File: src/rtl/div_pkg.sv
// Shared constants for the restoring divider: FSM state encoding and default operand width.
package div_pkg;

  localparam int DIV_WIDTH = 8;

  localparam logic [1:0] ST_IDLE = 2'd0;
  localparam logic [1:0] ST_RUN  = 2'd1;
  localparam logic [1:0] ST_DONE = 2'd2;

endpackage

File: src/rtl/div_step.sv
// One restoring shift-compare-subtract iteration, purely combinational (zero latency, no flow control).
module div_step
  import div_pkg::*;
#(
  parameter int WIDTH = DIV_WIDTH
) (
  input  logic [WIDTH:0] rem_in,
  input  logic           dvd_bit,
  input  logic [WIDTH:0] divisor,
  output logic [WIDTH:0] rem_out,
  output logic           q_bit
);

  logic [WIDTH+1:0] shifted;
  logic [WIDTH:0]   diff;

  // The partial remainder stays below the divisor, so when the subtract
  // succeeds the true difference fits in WIDTH+1 bits and modular wrap is exact.
  always_comb begin
    shifted = {rem_in, dvd_bit};
    q_bit   = (shifted >= {1'b0, divisor});
    diff    = shifted[WIDTH:0] - divisor;
    rem_out = q_bit ? diff : shifted[WIDTH:0];
  end

endmodule

File: src/rtl/div_restoring.sv
// Restoring divider, signed/unsigned; done pulses WIDTH+2 cycles after start (2 for divide-by-zero).
// No backpressure: start is only honoured in IDLE and ignored while an operation is in flight.
module div_restoring
  import div_pkg::*;
#(
  parameter int WIDTH = DIV_WIDTH
) (
  input  logic             clk,
  input  logic             rst,
  input  logic             start,
  input  logic             signed_mode,
  input  logic [WIDTH-1:0] N,
  input  logic [WIDTH-1:0] D,
  output logic [WIDTH-1:0] Q,
  output logic [WIDTH-1:0] R,
  output logic             busy,
  output logic             done,
  output logic             dbz,
  output logic             ovf
);

  localparam int CW = $clog2(WIDTH + 1);
  localparam logic [CW-1:0]  LAST     = CW'(WIDTH - 1);
  localparam logic [CW-1:0]  CNT_ONE  = CW'(1);
  localparam logic [WIDTH:0] ONE_X    = {{WIDTH{1'b0}}, 1'b1};
  localparam logic [WIDTH-1:0] ONE_W  = {{(WIDTH-1){1'b0}}, 1'b1};
  localparam logic [WIDTH-1:0] MOST_NEG = {1'b1, {(WIDTH-1){1'b0}}};

  logic [1:0]       state;
  logic             launch;
  logic [WIDTH-1:0] n_q;
  logic [WIDTH-1:0] d_q;
  logic             sm_q;
  logic [WIDTH:0]   rem;
  logic [WIDTH-1:0] dvd;
  logic [WIDTH:0]   dmag;
  logic [CW-1:0]    cnt;

  logic [WIDTH:0]   ext_n;
  logic [WIDTH:0]   ext_d;
  logic [WIDTH:0]   mag_n;
  logic [WIDTH:0]   mag_d;
  logic [WIDTH:0]   rem_nx;
  logic             q_bit;
  logic [WIDTH-1:0] q_mag;
  logic [WIDTH-1:0] r_mag;
  logic [WIDTH-1:0] q_fix;
  logic [WIDTH-1:0] r_fix;
  logic             q_neg;
  logic             r_neg;
  logic             ovf_c;

  div_step #(.WIDTH(WIDTH)) u_step (
    .rem_in  (rem),
    .dvd_bit (dvd[WIDTH-1]),
    .divisor (dmag),
    .rem_out (rem_nx),
    .q_bit   (q_bit)
  );

  // Sign-extend to WIDTH+1 bits before negating so the most-negative value has an exact magnitude.
  always_comb begin
    ext_n = {sm_q & n_q[WIDTH-1], n_q};
    ext_d = {sm_q & d_q[WIDTH-1], d_q};
    mag_n = ext_n[WIDTH] ? (~ext_n + ONE_X) : ext_n;
    mag_d = ext_d[WIDTH] ? (~ext_d + ONE_X) : ext_d;
    q_neg = sm_q & (n_q[WIDTH-1] ^ d_q[WIDTH-1]);
    r_neg = sm_q & n_q[WIDTH-1];
    q_mag = {dvd[WIDTH-2:0], q_bit};
    r_mag = rem_nx[WIDTH-1:0];
    q_fix = q_neg ? (~q_mag + ONE_W) : q_mag;
    r_fix = r_neg ? (~r_mag + ONE_W) : r_mag;
    ovf_c = sm_q & (n_q == MOST_NEG) & (d_q == {WIDTH{1'b1}});
  end

  always_ff @(posedge clk or negedge rst) begin
    if (!rst) begin
      state  <= ST_IDLE;
      launch <= 1'b0;
      n_q    <= '0;
      d_q    <= '0;
      sm_q   <= 1'b0;
      rem    <= '0;
      dvd    <= '0;
      dmag   <= '0;
      cnt    <= '0;
      Q      <= '0;
      R      <= '0;
      busy   <= 1'b0;
      done   <= 1'b0;
      dbz    <= 1'b0;
      ovf    <= 1'b0;
    end else begin
      case (state)
        ST_IDLE: begin
          // Operands are registered first; magnitudes are formed from the registered copy.
          if (launch) begin
            launch <= 1'b0;
            if (d_q == '0) begin
              state <= ST_DONE;
              done  <= 1'b1;
              Q     <= '1;
              R     <= n_q;
              dbz   <= 1'b1;
            end else begin
              state <= ST_RUN;
              busy  <= 1'b1;
              rem   <= {{WIDTH{1'b0}}, mag_n[WIDTH]};
              dvd   <= mag_n[WIDTH-1:0];
              dmag  <= mag_d;
              cnt   <= '0;
            end
          end else if (start) begin
            launch <= 1'b1;
            n_q    <= N;
            d_q    <= D;
            sm_q   <= signed_mode;
            dbz    <= 1'b0;
            ovf    <= 1'b0;
          end
        end
        ST_RUN: begin
          rem <= rem_nx;
          dvd <= {dvd[WIDTH-2:0], q_bit};
          cnt <= cnt + CNT_ONE;
          if (cnt == LAST) begin
            state <= ST_DONE;
            busy  <= 1'b0;
            done  <= 1'b1;
            Q     <= q_fix;
            R     <= r_fix;
            ovf   <= ovf_c;
          end
        end
        ST_DONE: begin
          done  <= 1'b0;
          state <= ST_IDLE;
        end
        default: begin
          state <= ST_IDLE;
          busy  <= 1'b0;
          done  <= 1'b0;
        end
      endcase
    end
  end

endmodule
File: config.mk
export PLATFORM = sky130hd
export DESIGN_NAME = div_restoring
export DESIGN_NICKNAME = d
export VERILOG_FILES = /design/src/rtl/div_pkg.sv /design/src/rtl/div_step.sv /design/src/rtl/div_restoring.sv
export SDC_FILE = /design/constraint.sdc
export NUM_CORES = 1
export LEC_CHECK = 0
export CORE_MARGIN = 2
export CORE_UTILIZATION = 30
export DETAILED_ROUTE_END_ITERATION = 12
export GPL_ROUTABILITY_DRIVEN = 0
export GPL_TIMING_DRIVEN = 0
export PLACE_DENSITY_LB_ADDON = 0.25
export SETUP_SLACK_MARGIN = 0.4
export SLEW_MARGIN = 20
export SYNTH_ARGS = -nofsm -noshare
export SYNTH_HDL_FRONTEND = slang
export SYNTH_SLANG_ARGS = --single-unit
File: constraint.sdc
create_clock -name clk -period 3.2 [get_ports clk]
set_input_delay 0.64 -clock clk [delete_from_list [all_inputs] [get_ports clk]]
set_output_delay 0.64 -clock clk [all_outputs]
set_load 0.02 [all_outputs]
==> flow_metrics.py, run 1 <==
metrics = {
    "status": {
        "status": "finished, final reports clean",
    },
    "sta": {
        "clock.fmax_ghz": 0.3811,
        "hold_viol_final": 0,
        "post-route-period-util_pct": 82.00,
        "grt_setup_unrepaired": "yes",
        "setup_viol": 0,
        "slew-limit-headroom_pct": 59.22,
        "final_max_slew_viol_count": 0,
        "clock_skew_ns": 0.006545,
        "period_minus_slack_ns": 2.624,
        "worst_pin_slew_ns": 0.6117,
    },
    "global_routing": {
        "first_global_vias": 3221,
        "gr-total-overflow": 0,
        "grt_pass1_wl_mm": 16.64,
        "grt.total_usage_pct": 14.63,
        "grt_start_max_net_pins": 37,
        "grt_antenna_before_repair": 0,
    },
    "cts": {
        "cts_max_level": 3,
        "clk_latency_ns": 0.34,
        "cts_max_path_buffers": 2,
        "hold_buffers": 0,
        "clkSinkCount": 70,
        "cts-root-buf": "clkbuf_16",
        "cts_buffers": 9,
        "cts.clk_slew.worst_paths_ns": 0.06,
        "cts_tree": "done",
    },
    "final_layout": {
        "final_cell_mix": "dfrtp_1, nand2_1, nor2_1, clkdlybuf4s50_1, o21ai_0",
        "layout_commonest_cell": "dfrtp_1",
        "stdcell_count": 686,
        "postLayoutCellArea_um2": 5070,
        "nets": 540,
        "antenna_cells": 0,
        "fillers": 1363,
        "drive_gt1_share_pct": 12.16,
        "area_growth_pct": 23.27,
    },
    "route": {
        "via_per_inst": 5.026,
        "wl_per_cell_um": 15.11,
        "drc": 0,
        "num_vias": 3448,
        "initialDrtViolationCount": 166,
        "detail-route-antenna-nets": 0,
        "dr.pass1.iters": 4,
        "finalWirelength_mm": 10.36,
    },
    "synthesis": {
        "ys_seq_area_share_pct": 42.59,
        "syn-cell-area_um2": 4113,
        "synth.avg_cell_area_um2": 9.059,
        "synthFlopType": "dfrtp_1",
        "ys_warn_count": 0,
        "yosysUniqueCellTypes": 59,
        "synth_fp_nets": 489,
        "async_flop_share_pct": 100.0,
        "ys_seq_elements": 70,
        "netlist_instances": 454,
        "synth_edf_count": 0,
    },
    "placement": {
        "dp_hpwl_mm": 7.744,
        "io_buffers": 39,
        "place_inst": 670,
        "dpl_cell_area_um2": 4741,
    },
    "flow_run": {
        "drv_cap": 0,
    },
    "setup_path": {
        "required_ns": 3.41,
        "arrival_ns": 2.83,
        "startpoint_type": "flop",
        "cp-end-kind": "flop",
        "cp_max_fo": 10,
        "path_class": "reg2reg",
    },
    "die": {
        "die_w_um": 121.1,
        "start_util_pct": 30.93,
        "io_pins": 40,
        "rows": 42,
        "dieHeight_um": 121.1,
        "core_area_um2": 13300,
        "die_area_um2": 14660,
    },
    "hold_path": {
        "holdCritPathClass": "in2async",
    },
}
-- registers in the layout, indices dropped and copies added (netlist names), 2 cells and up --
register	count
dvd	8
dmag	9
state	2
Q	8
rem	9
d_q	8
R	8
cnt	4
n_q	8
-- Yosys cell counts (all sizes together), types with 7 or more instances --
cell	count	area share, %
dfrtp	70	43
nand2	48	4.4
nor2	41	3.7
o21ai	41	5.1
a21oi	28	3.4
inv	27	2.5
nand3	17	2.1
xnor2	17	3.6
a31oi	16	2.4
ha	14	4.3
mux2	14	3.8
clkbuf	13	1.4
xor2	13	2.8
buf	10	1.5
nor3	9	1.1
mux2i	8	1.9
a211oi	7	1.4
-- critical path, stage by stage (launching register included) --
cell and delay [ns]:
dfrtp_2 0.45, inv_1 0.08, ha_1 0.18, inv_1 0.06, fa_2 0.39, a21oi_2 0.18
a21oi_1 0.08, o21a_2 0.29, buf_6 0.16, buf_2 0.21, o211ai_1 0.28, a31oi_1 0.12
-- layer usage --
| metal | up-vias | track usage (%) | share of wire [%] |
|---|---|---|---|
| met5 | - | 0 | 0 |
| met4 | 0 | 3.997 | 1.2 |
| met3 | 12 | 3.430 | 5.8 |
| met2 | 93 | 23.03 | 45 |
| met1 | 1647 | 20.14 | 48 |
| li1 | 1696 | - | - |
-- worst paths after layout --
path	from	to	slack, ns	cells after the start
worst max register to register	dvd[7]	R[0]	0.58	11
min in group clk	R[2]	R[2]	0.48	2
worst max-delay path	dvd[7]	R[0]	0.58	11
worst min-delay path	rst	cnt[2]	0.26	1
worst min register to register	R[2]	R[2]	0.48	2
max in group asynchronous	rst	dmag[8]	2.41	2
-- stage by stage --
step / setup TNS, ns / hold slack (ns) / util (%) / worst slack [ns]
after floorplan: 0 / 0.3444 / - / 0.8151
after global placement: -64.65 / 0.4686 / 35.53 / -0.9292
after detailed placement: 0 / 0.4752 / 35.66 / 0.3556
after CTS: 0 / 0.2705 / 37.79 / 0.4474
after global routing: 0 / 0.2876 / 38.13 / 0.3955
final: 0 / 0.2552 / 38.13 / 0.5760
-- area by class of cell --
cell class | count | area, µm² | area share, %
flip-flops and latches | 70 | 1753 | 34.58
repair buffers | 40 | 407.9 | 8.045
plain buffers | 23 | 120.1 | 2.369
inverters | 28 | 106.4 | 2.098
multi-input cells | 333 | 2180 | 42.99
clock buffers | 11 | 232.7 | 4.590
well taps | 176 | 220.2 | 4.344
clock inverters | 5 | 50.05 | 0.9872
-- what timing repair did --
action / CTS / global route
buffers inserted: 0 / 0
gates resized for setup: 1 / 9
setup endpoints to repair: 2 / 16
-- kinds of logic (layout without fill, tap and decap cells) --
kind of cell	after synthesis	in the layout	share of synthesized area (%)
compound gates	122	122	18.83
mux	22	22	5.780
flops	70	70	42.59
buf+inv	51	107	5.475
simple gates	144	144	16.19
xor+xnor	30	30	6.389
fa+ha+maj	15	15	4.746
Power of run 1 is not shown: default switching activity piles up to over one toggle a cycle in this logic, so the estimate is an artifact.
==> run 2, diff against run 1 <==
==> constraint.sdc (replaced) <==
create_clock -name clk -period 2.7 [get_ports clk]
set_input_delay 0.54 -clock clk [delete_from_list [all_inputs] [get_ports clk]]
set_output_delay 0.54 -clock clk [all_outputs]
set_load 0.02 [all_outputs]
==> flow_metrics.py, run 2 (synthesis results as in run 1) <==
metrics = {
    "final_layout": {
        "area_growth_pct": 36.02,
        "drive_gt1_share_pct": 23.65,
        "utilization_pct": 42.08,
        "layout_commonest_cell": "dfrtp_1",
        "nets": 569,
        "biggestRegsByFlops": "dmag: 9 flops, rem: 9 flops",
        "antenna_cells": 0,
        "final_cell_mix": "dfrtp_1, nand2_1, clkdlybuf4s50_1, nor2_1, o21ai_0",
        "stdcell_count": 713,
    },
    "setup_path": {
        "path_class": "reg2reg",
        "arrival_ns": 2.63,
        "worstReg2RegStart": "dvd[7]",
        "rr_worst_depth": 12,
        "worstReg2RegEnd": "R[5]",
        "reg2reg_slack_ns": 0.28,
        "worstSetupStartpoint": "dvd[7]",
        "endpoint": "R[5]",
        "startpoint_type": "flop",
        "required_ns": 2.91,
        "cp-end-kind": "flop",
        "cp_max_fo": 4,
    },
    "hold_path": {
        "holdCritPathClass": "in2async",
    },
    "global_routing": {
        "grt_start_max_net_pins": 43,
        "grt_pass1_wl_mm": 18.08,
        "grt_antenna_before_repair": 0,
        "first_global_vias": 3530,
        "grt.total_usage_pct": 15.95,
        "gr-total-overflow": 0,
    },
    "route": {
        "initialDrtViolationCount": 115,
        "drc": 0,
        "dr.pass1.iters": 4,
        "via_per_inst": 5.006,
        "finalWirelength_mm": 11.30,
        "detail-route-antenna-nets": 0,
        "wl_per_cell_um": 15.84,
        "num_vias": 3569,
    },
    "sta": {
        "final_max_slew_viol_count": 0,
        "setup_viol": 0,
        "period_minus_slack_ns": 2.417,
        "post-route-period-util_pct": 89.53,
        "clock.fmax_ghz": 0.4137,
        "slew-limit-headroom_pct": 57.43,
        "clock_skew_ns": 0.007202,
        "tns_ns": 0,
        "hold_viol_final": 0,
        "grt_setup_unrepaired": "yes",
        "worst_pin_slew_ns": 0.6386,
    },
    "die": {
        "dieHeight_um": 121.1,
        "io_pins": 40,
        "rows": 42,
        "core_area_um2": 13300,
        "start_util_pct": 30.93,
        "die_area_um2": 14660,
        "die_w_um": 121.1,
    },
    "placement": {
        "io_buffers": 39,
        "place_inst": 670,
        "dp_hpwl_mm": 7.823,
    },
    "cts": {
        "cts.clk_slew.worst_paths_ns": 0.06,
        "clkSinkCount": 70,
        "cts-root-buf": "clkbuf_16",
        "cts_max_level": 3,
        "cts_buffers": 9,
        "clk_latency_ns": 0.34,
        "hold_buffers": 0,
        "cts_max_path_buffers": 2,
        "cts_tree": "done",
    },
    "status": {
        "status": "finished, final reports clean",
    },
    "flow_run": {
        "drv_cap": 0,
    },
}
[run 2: worst min path at each step]
stage	start	slack (ns)	to
after global placement	R[4]	0.46	R[4]
after global routing	rst	0.15	ovf
after floorplan	rst	0.24	Q[0]
final	rst	0.12	sm_q
after detailed placement	R[4]	0.48	R[4]
after CTS	rst	0.13	R[7]
[run 2: routing by layer]
| metal | part of all wire, % | wire length, µm | vias to the layer above | track usage [%] |
|---|---|---|---|---|
| met4 | 2.1 | 240 | 0 | 6.395 |
| met2 | 45 | 5102 | 84 | 24.44 |
| met5 | 0 | 0 | - | 0 |
| met3 | 4.3 | 488 | 18 | 3.900 |
| met1 | 48 | 5465 | 1704 | 21.57 |
| li1 | - | - | 1763 | - |
[run 2: repair_timing]
item                                    CTS  global route
endpoints found under the setup margin   33            35
pin swaps                                24            25
gates cloned                              2             1
resized for setup                        47            38
buffers inserted                         15            11
[run 2: final cells by class]
class / instances / area (µm²)
clock inverters: 2 / 10.01
clock buffers: 12 / 246.5
inverters: 28 / 117.6
flip-flops and latches: 70 / 1757
repair buffers: 69 / 666.9
multi-input cells: 333 / 2422
plain buffers: 23 / 153.9
well taps: 176 / 220.2
fillers: 1302 / 7701
[run 2: metrics by stage]
step | area [µm²] | hold WS, ns | worst slack [ns]
floorplan | 4131 | 0.2444 | 0.3700
global placement | 4742 | 0.4650 | -1.384
detailed placement | 4760 | 0.4802 | -0.08316
CTS | 5365 | 0.1346 | 0.2979
global route | 5594 | 0.1519 | 0.1844
finish | 5594 | 0.1247 | 0.2826
[run 2: critical path: stages (launching register included)]
cell and delay (ns):
dfrtp_2 0.42, inv_2 0.08, ha_4 0.13, inv_2 0.04, fa_2 0.39, buf_6 0.15, xor2_4 0.16, nor2b_4 0.07
o21ai_4 0.09, nor2_2 0.07, or3_4 0.33, a311oi_2 0.27, o21ai_1 0.09
Power of run 2 is left out for the same reason.
==> run 3, diff against run 2 <==
--- a/config.mk
+++ b/config.mk
@@ -5,12 +5,15 @@
 export SDC_FILE = /design/constraint.sdc
 export NUM_CORES = 1
 export LEC_CHECK = 0
+export CELL_PAD_IN_SITES_DETAIL_PLACEMENT = 1
+export CELL_PAD_IN_SITES_GLOBAL_PLACEMENT = 1
 export CORE_MARGIN = 2
 export CORE_UTILIZATION = 30
 export DETAILED_ROUTE_END_ITERATION = 12
 export GPL_ROUTABILITY_DRIVEN = 0
 export GPL_TIMING_DRIVEN = 0
 export PLACE_DENSITY_LB_ADDON = 0.25
+export RECOVER_POWER = 25
 export SETUP_SLACK_MARGIN = 0.4
 export SLEW_MARGIN = 20
 export SYNTH_ARGS = -nofsm -noshare
==> flow_metrics.py, run 3 (synthesis results as in run 1) <==
metrics = {
    "die": {
        "start_util_pct": 30.93,
        "dieHeight_um": 121.1,
        "rows": 42,
        "core_area_um2": 13300,
        "io_pins": 40,
        "die_w_um": 121.1,
        "die_area_um2": 14660,
    },
    "cts": {
        "cts_max_path_buffers": 2,
        "hold_buffers": 0,
        "cts_max_level": 3,
        "clkSinkCount": 70,
        "cts_buffers": 9,
        "cts_tree": "done",
        "cts-root-buf": "clkbuf_16",
        "clk_latency_ns": 0.35,
        "cts.clk_slew.worst_paths_ns": 0.06,
    },
    "route": {
        "wl_per_cell_um": 17.91,
        "finalWirelength_mm": 12.91,
        "dr.pass1.iters": 4,
        "initialDrtViolationCount": 93,
        "num_vias": 3733,
        "via_per_inst": 5.178,
        "detail-route-antenna-nets": 0,
        "drc": 0,
    },
    "sta": {
        "worst_pin_slew_ns": 1.936,
        "hold_viol_final": 0,
        "clock.fmax_ghz": 0.4010,
        "clock_skew_ns": 0.007918,
        "grt_setup_unrepaired": "yes",
        "final_max_slew_viol_count": 34,
        "slew-limit-headroom_pct": -29.04,
        "setup_viol": 0,
        "period_minus_slack_ns": 2.494,
        "post-route-period-util_pct": 92.36,
        "holdWs_ns": 0.4826,
    },
    "setup_path": {
        "critical_path.slowest_cell": "dfrtp_2",
        "cp_cell_sequence": "inv_2, ha_4, inv_2, fa_2, buf_6, xor2_4, nor2b_4, o21ai_4, a211oi_2, buf_4, a211oi_4, mux2i_1, nand3_1",
        "cp_max_fo": 4,
        "worstReg2RegStart": "dvd[7]",
        "required_ns": 2.93,
        "cp-end-kind": "flop",
        "startpoint_type": "flop",
        "worstReg2RegEnd": "R[6]",
        "arrival_ns": 2.72,
        "path_common_cell": "inv_2",
        "path_class": "reg2reg",
        "slowest_delay_ns": 0.43,
        "reg2reg_slack_ns": 0.21,
        "rr_worst_depth": 13,
    },
    "final_layout": {
        "multi_input_area_um2": 2521,
        "seq_area_um2": 1757,
        "layout_commonest_cell": "dfrtp_1",
        "antenna_cells": 0,
        "drive_gt1_share_pct": 27.52,
        "biggestRegsByFlops": "dmag: 9 flops, rem: 9 flops",
        "fillers": 1509,
        "final_cell_mix": "dfrtp_1, nand2_1, clkdlybuf4s50_1, nor2_1, o21ai_0",
        "postLayoutCellArea_um2": 5842,
        "nets": 575,
        "area_growth_pct": 42.04,
    },
    "global_routing": {
        "grt_antenna_before_repair": 0,
        "first_global_vias": 3888,
        "gr-total-overflow": 0,
        "grt_pass1_wl_mm": 20.53,
        "grt_start_max_net_pins": 38,
        "grt.total_usage_pct": 18.31,
    },
    "status": {
        "violations": "max-capacitance violations, max-slew violations",
        "status": "complete, but fails checks",
    },
    "placement": {
        "io_buffers": 39,
        "dpl_cell_area_um2": 4760,
        "dp_hpwl_mm": 8.803,
    },
    "hold_path": {
        "hold_end": "R[4]",
        "holdCritPathClass": "reg2reg",
        "worstHoldStart": "R[4]",
        "hold_path_depth": 1,
    },
    "flow_run": {
        "drv_cap": 1,
    },
}
## run 3: changes by cell type in the layout (fill, tap and decap cells not counted), sizes merged
cell	delta
buf	+5
clkinv	-2
clkbuf	+3
clkinvlp	+1
bufinv	+1
## run 3: how the worst max path moves through the flow
stage	cells after the start	from	slack [ns]	end
3_3_place_gp	1	rst	-1.45	R[3]
3_5_place_dp	12	dvd[7]	-0.16	Q[4]
5_1_grt	13	dvd[7]	0.17	R[6]
4_1_cts	12	dvd[7]	0.29	Q[7]
6_report	13	dvd[7]	0.21	R[6]
2_1_floorplan	11	dvd[7]	0.37	R[5]
## run 3: layout make-up
cell class	count	share of cell area [%]
timing repair buffer	75	12.57
multi-input combinational	333	43.16
tap	176	3.770
buffer	23	2.913
clock inverter	2	0.6425
inverter	28	2.013
clock buffer	14	4.862
sequential	70	30.07
## run 3: metal layers
metal	up-vias	routed length (µm)	GRT usage [%]	share of wire, %
met5	-	0	0	0
met4	0	288	5.887	2.2
met3	19	644	5.310	5.0
met2	79	6284	29.60	49
met1	1872	5695	23.52	44
li1	1763	-	-	-
## run 3: metrics by stage
step / setup TNS [ns] / setup slack (ns) / std cells / util, %
after floorplan: 0 / 0.3700 / 454 / -
after global placement: -101.51 / -1.450 / 669 / 35.67
after detailed placement: -0.4023 / -0.1636 / 670 / 35.80
after CTS: 0 / 0.2862 / 705 / 40.91
after global routing: 0 / 0.1676 / 721 / 43.94
final: 0 / 0.2062 / 721 / 43.94
## run 3: what timing repair did
| action | 4_1_cts | 5_1_grt |
|---|---|---|
| setup buffers | 17 | 15 |
| setup endpoints to repair | 34 | 40 |
| gates resized for setup | 47 | 67 |
| pin swaps | 17 | 24 |
| cloned | 2 | 1 |
## run 3: critical path: cells and delay by family (launching register included)
family                     cells  cell delay (ns)
DFF                            1             0.43
AOI/OAI and AO/OA              3             0.42
adders and majority gates      2             0.52
xor gates and xnor gates       1             0.15
muxes                          1             0.18
and+or+nand+nor                2             0.23
buffers and inverters          4             0.45
Power of run 3 is left out for the same reason.
==> variant, RTL diff (flow settings as in run 3) <==
Set the package constant `DIV_WIDTH` to 32 (it was 8).
--- a/src/rtl/div_pkg.sv
+++ b/src/rtl/div_pkg.sv
@@ -1,7 +1,7 @@
 // Shared constants for the restoring divider: FSM state encoding and default operand width.
 package div_pkg;
 
-  localparam int DIV_WIDTH = 8;
+  localparam int DIV_WIDTH = 32;
 
   localparam logic [1:0] ST_IDLE = 2'd0;
   localparam logic [1:0] ST_RUN  = 2'd1;
Ports: changed (resized D, N, Q and R); port bits go from 40 to 136. No check against the original RTL was run, so the function may have changed too.
==> variant against run 3 <==
- the flow finishes with violations (max-capacitance violations, max-slew violations, negative setup slack)
- synthesized cell count grew to 3.9 times the old value
- first-iteration DRC count increased to 8.4 times the old value
- routed wire length increased to 4.9 times the old value
- sequential cell count rose by 170
- area after synthesis grew to 3.6 times the old value
- setup slack worse by 2300 ps
- design area increased to 3.7 times the old value
- clock skew grew 6.8 ps
- count of clock-buffer cells in the layout increased by 27
- worst hold slack better by 3.7 ps
- fmax shrank 48%
- critical endpoint is now R[22]
Power is left out: the tool's default activity adds up to more than one toggle a clock period on the data nets, which glitch-free logic cannot reach.
==> variant: results (changes against run 3) <==
.. list-table::
   :header-rows: 1

   * - Metric
     - Value
   * - Max-slew violation total from the final report
     - 27 (-21%)
   * - Post-synth net total
     - 1,867 (+280%)
   * - Number of DRC markers in iteration 0
     - 777 (+740%)
   * - Number of clock buffers inserted by TritonCTS
     - 31 (+22)
   * - H-tree Lvls
     - 1 (-2)
   * - Setup violation total in the final timing report
     - 271 (+271)
   * - Sequential cell area fraction in the yosys report
     - 40.1% (-2.5 points)
   * - Cell area reported after detailed placement
     - 17,800 um^2 (+270%)
   * - Post-Synth XOR/XNOR Area
     - 7.96% (+1.6 points)
   * - Vias per inst
     - 5.42 (+4.7%)
   * - First-pass GRT wire length
     - 91,900 um (+350%)
   * - Fraction of the mapped netlist area in adder cells
     - 3.39% (-1.4 points)
   * - Post-cts sizing count
     - 177 (+280%)
   * - Maximum clock skew at final layout
     - 14.8 ps (+6.85 ps)
   * - Maximum root-to-sink buffer count
     - 3 (+1)
   * - Post-placement worst setup slack
     - -2830 ps (-2670 ps)
   * - Vias in the first global route
     - 15,000 (+290%)
   * - Result of the run
     - complete, but fails checks
   * - Total wire length after detailed routing
     - 63,700 um (+390%)
   * - Total Neg Setup Slack
     - -129,980 ps (-129,980 ps)
   * - Placed Instances
     - 2,561 (+280%)
   * - Largest registers in the final layout
     - dmag x33, rem x33
   * - Number of fill cells
     - 5,627 (+270%)
   * - Violated checks
     - max-capacitance violations, max-slew violations, negative setup slack
   * - Max-Cap Viols
     - 1 (unchanged)
   * - Multi-input gate area
     - 9870 um^2 (+290%)
   * - Hold-fix buffers at CTS
     - 1 (+1)
   * - Number of setup buffers added after CTS
     - 43 (+26)
   * - Data arrival time of the worst path
     - 5210 ps (+2490 ps)
   * - Top cells by count, synth
     - sky130_fd_sc_hd__dfrtp_1 (240), sky130_fd_sc_hd__nor2_1 (193), sky130_fd_sc_hd__a21oi_1 (187)
   * - Largest stage delay on the critical path
     - 600 ps (+170 ps)
   * - Post-DP HPWL
     - 45,700 um (+420%)
   * - Post-layout instance count excluding filler cells
     - 2,754 (+280%)
   * - Critical Path Slowest Stage Cell
     - sky130_fd_sc_hd__or4b_4
   * - Area used by sequential logic in the layout
     - 6040 um^2 (+240%)
   * - Synth top area cells
     - sky130_fd_sc_hd__dfrtp_1 (40%), sky130_fd_sc_hd__a21oi_1 (6.3%), sky130_fd_sc_hd__o21ai_0 (6.2%)
   * - First-pass iteration count of the detailed router
     - 5 (+1)
   * - Final period utilization
     - 176% (+84 points)
   * - Worst Setup Slack, final
     - -2050 ps (-2260 ps)
## variant: cell count changes after synthesis, moves of 28 or more
cell and change:
sky130_fd_sc_hd__dfrtp_1 +170, sky130_fd_sc_hd__a21oi_1 +159, sky130_fd_sc_hd__nor2_1 +152, sky130_fd_sc_hd__o21ai_0 +150, sky130_fd_sc_hd__nand2_1 +133, sky130_fd_sc_hd__xnor2_1 +67, sky130_fd_sc_hd__clkbuf_1 +57, sky130_fd_sc_hd__mux2_2 +47
sky130_fd_sc_hd__xor2_1 +39, sky130_fd_sc_hd__inv_1 +32, sky130_fd_sc_hd__nor3_1 +28
## variant: critical path: cells and delay by family (launching register included)
kind	cells	cell delay, ps
XOR/XNOR	1	130
AND/OR/NAND/NOR	5	1310
flip-flops	1	400
buffers and inverters	6	640
AO/OA/AOI/OAI	9	1430
adder cells (fa/ha/maj)	3	690
## variant: worst paths after layout
| check | start | endpoint | slack [ps] | cells past startpoint |
|---|---|---|---|---|
| worst max register to register | dvd[31] | R[22] | -2050 | 24 |
| worst max-delay path | dvd[31] | R[22] | -2050 | 24 |
| worst min-delay path | dmag[21] | dmag[21] | 490 | 2 |
| min in group asynchronous | rst | n_q[23] | 920 | 2 |
| worst min register to register | dmag[21] | dmag[21] | 490 | 2 |
| max in group asynchronous | rst | d_q[14] | -40 | 4 |
## variant: layer usage
layer	GRT usage (%)	part of all wire, %	vias to the layer above
met3	2.21	4.3	142
li1	-	-	6858
met5	0	0	-
met2	40.0	48	421
met1	30.3	43	7514
met4	8.98	5.1	0
## variant: final cells by class
class                   count  share of cell area, %
plain buffers             101                   4.25
clock buffers              41                   4.04
clock inverters            13                  0.504
inverters                  60                   1.06
multi-input cells        1358                   45.7
flip-flops and latches    240                   27.9
well taps                 664                   3.84
repair buffers            277                   12.7
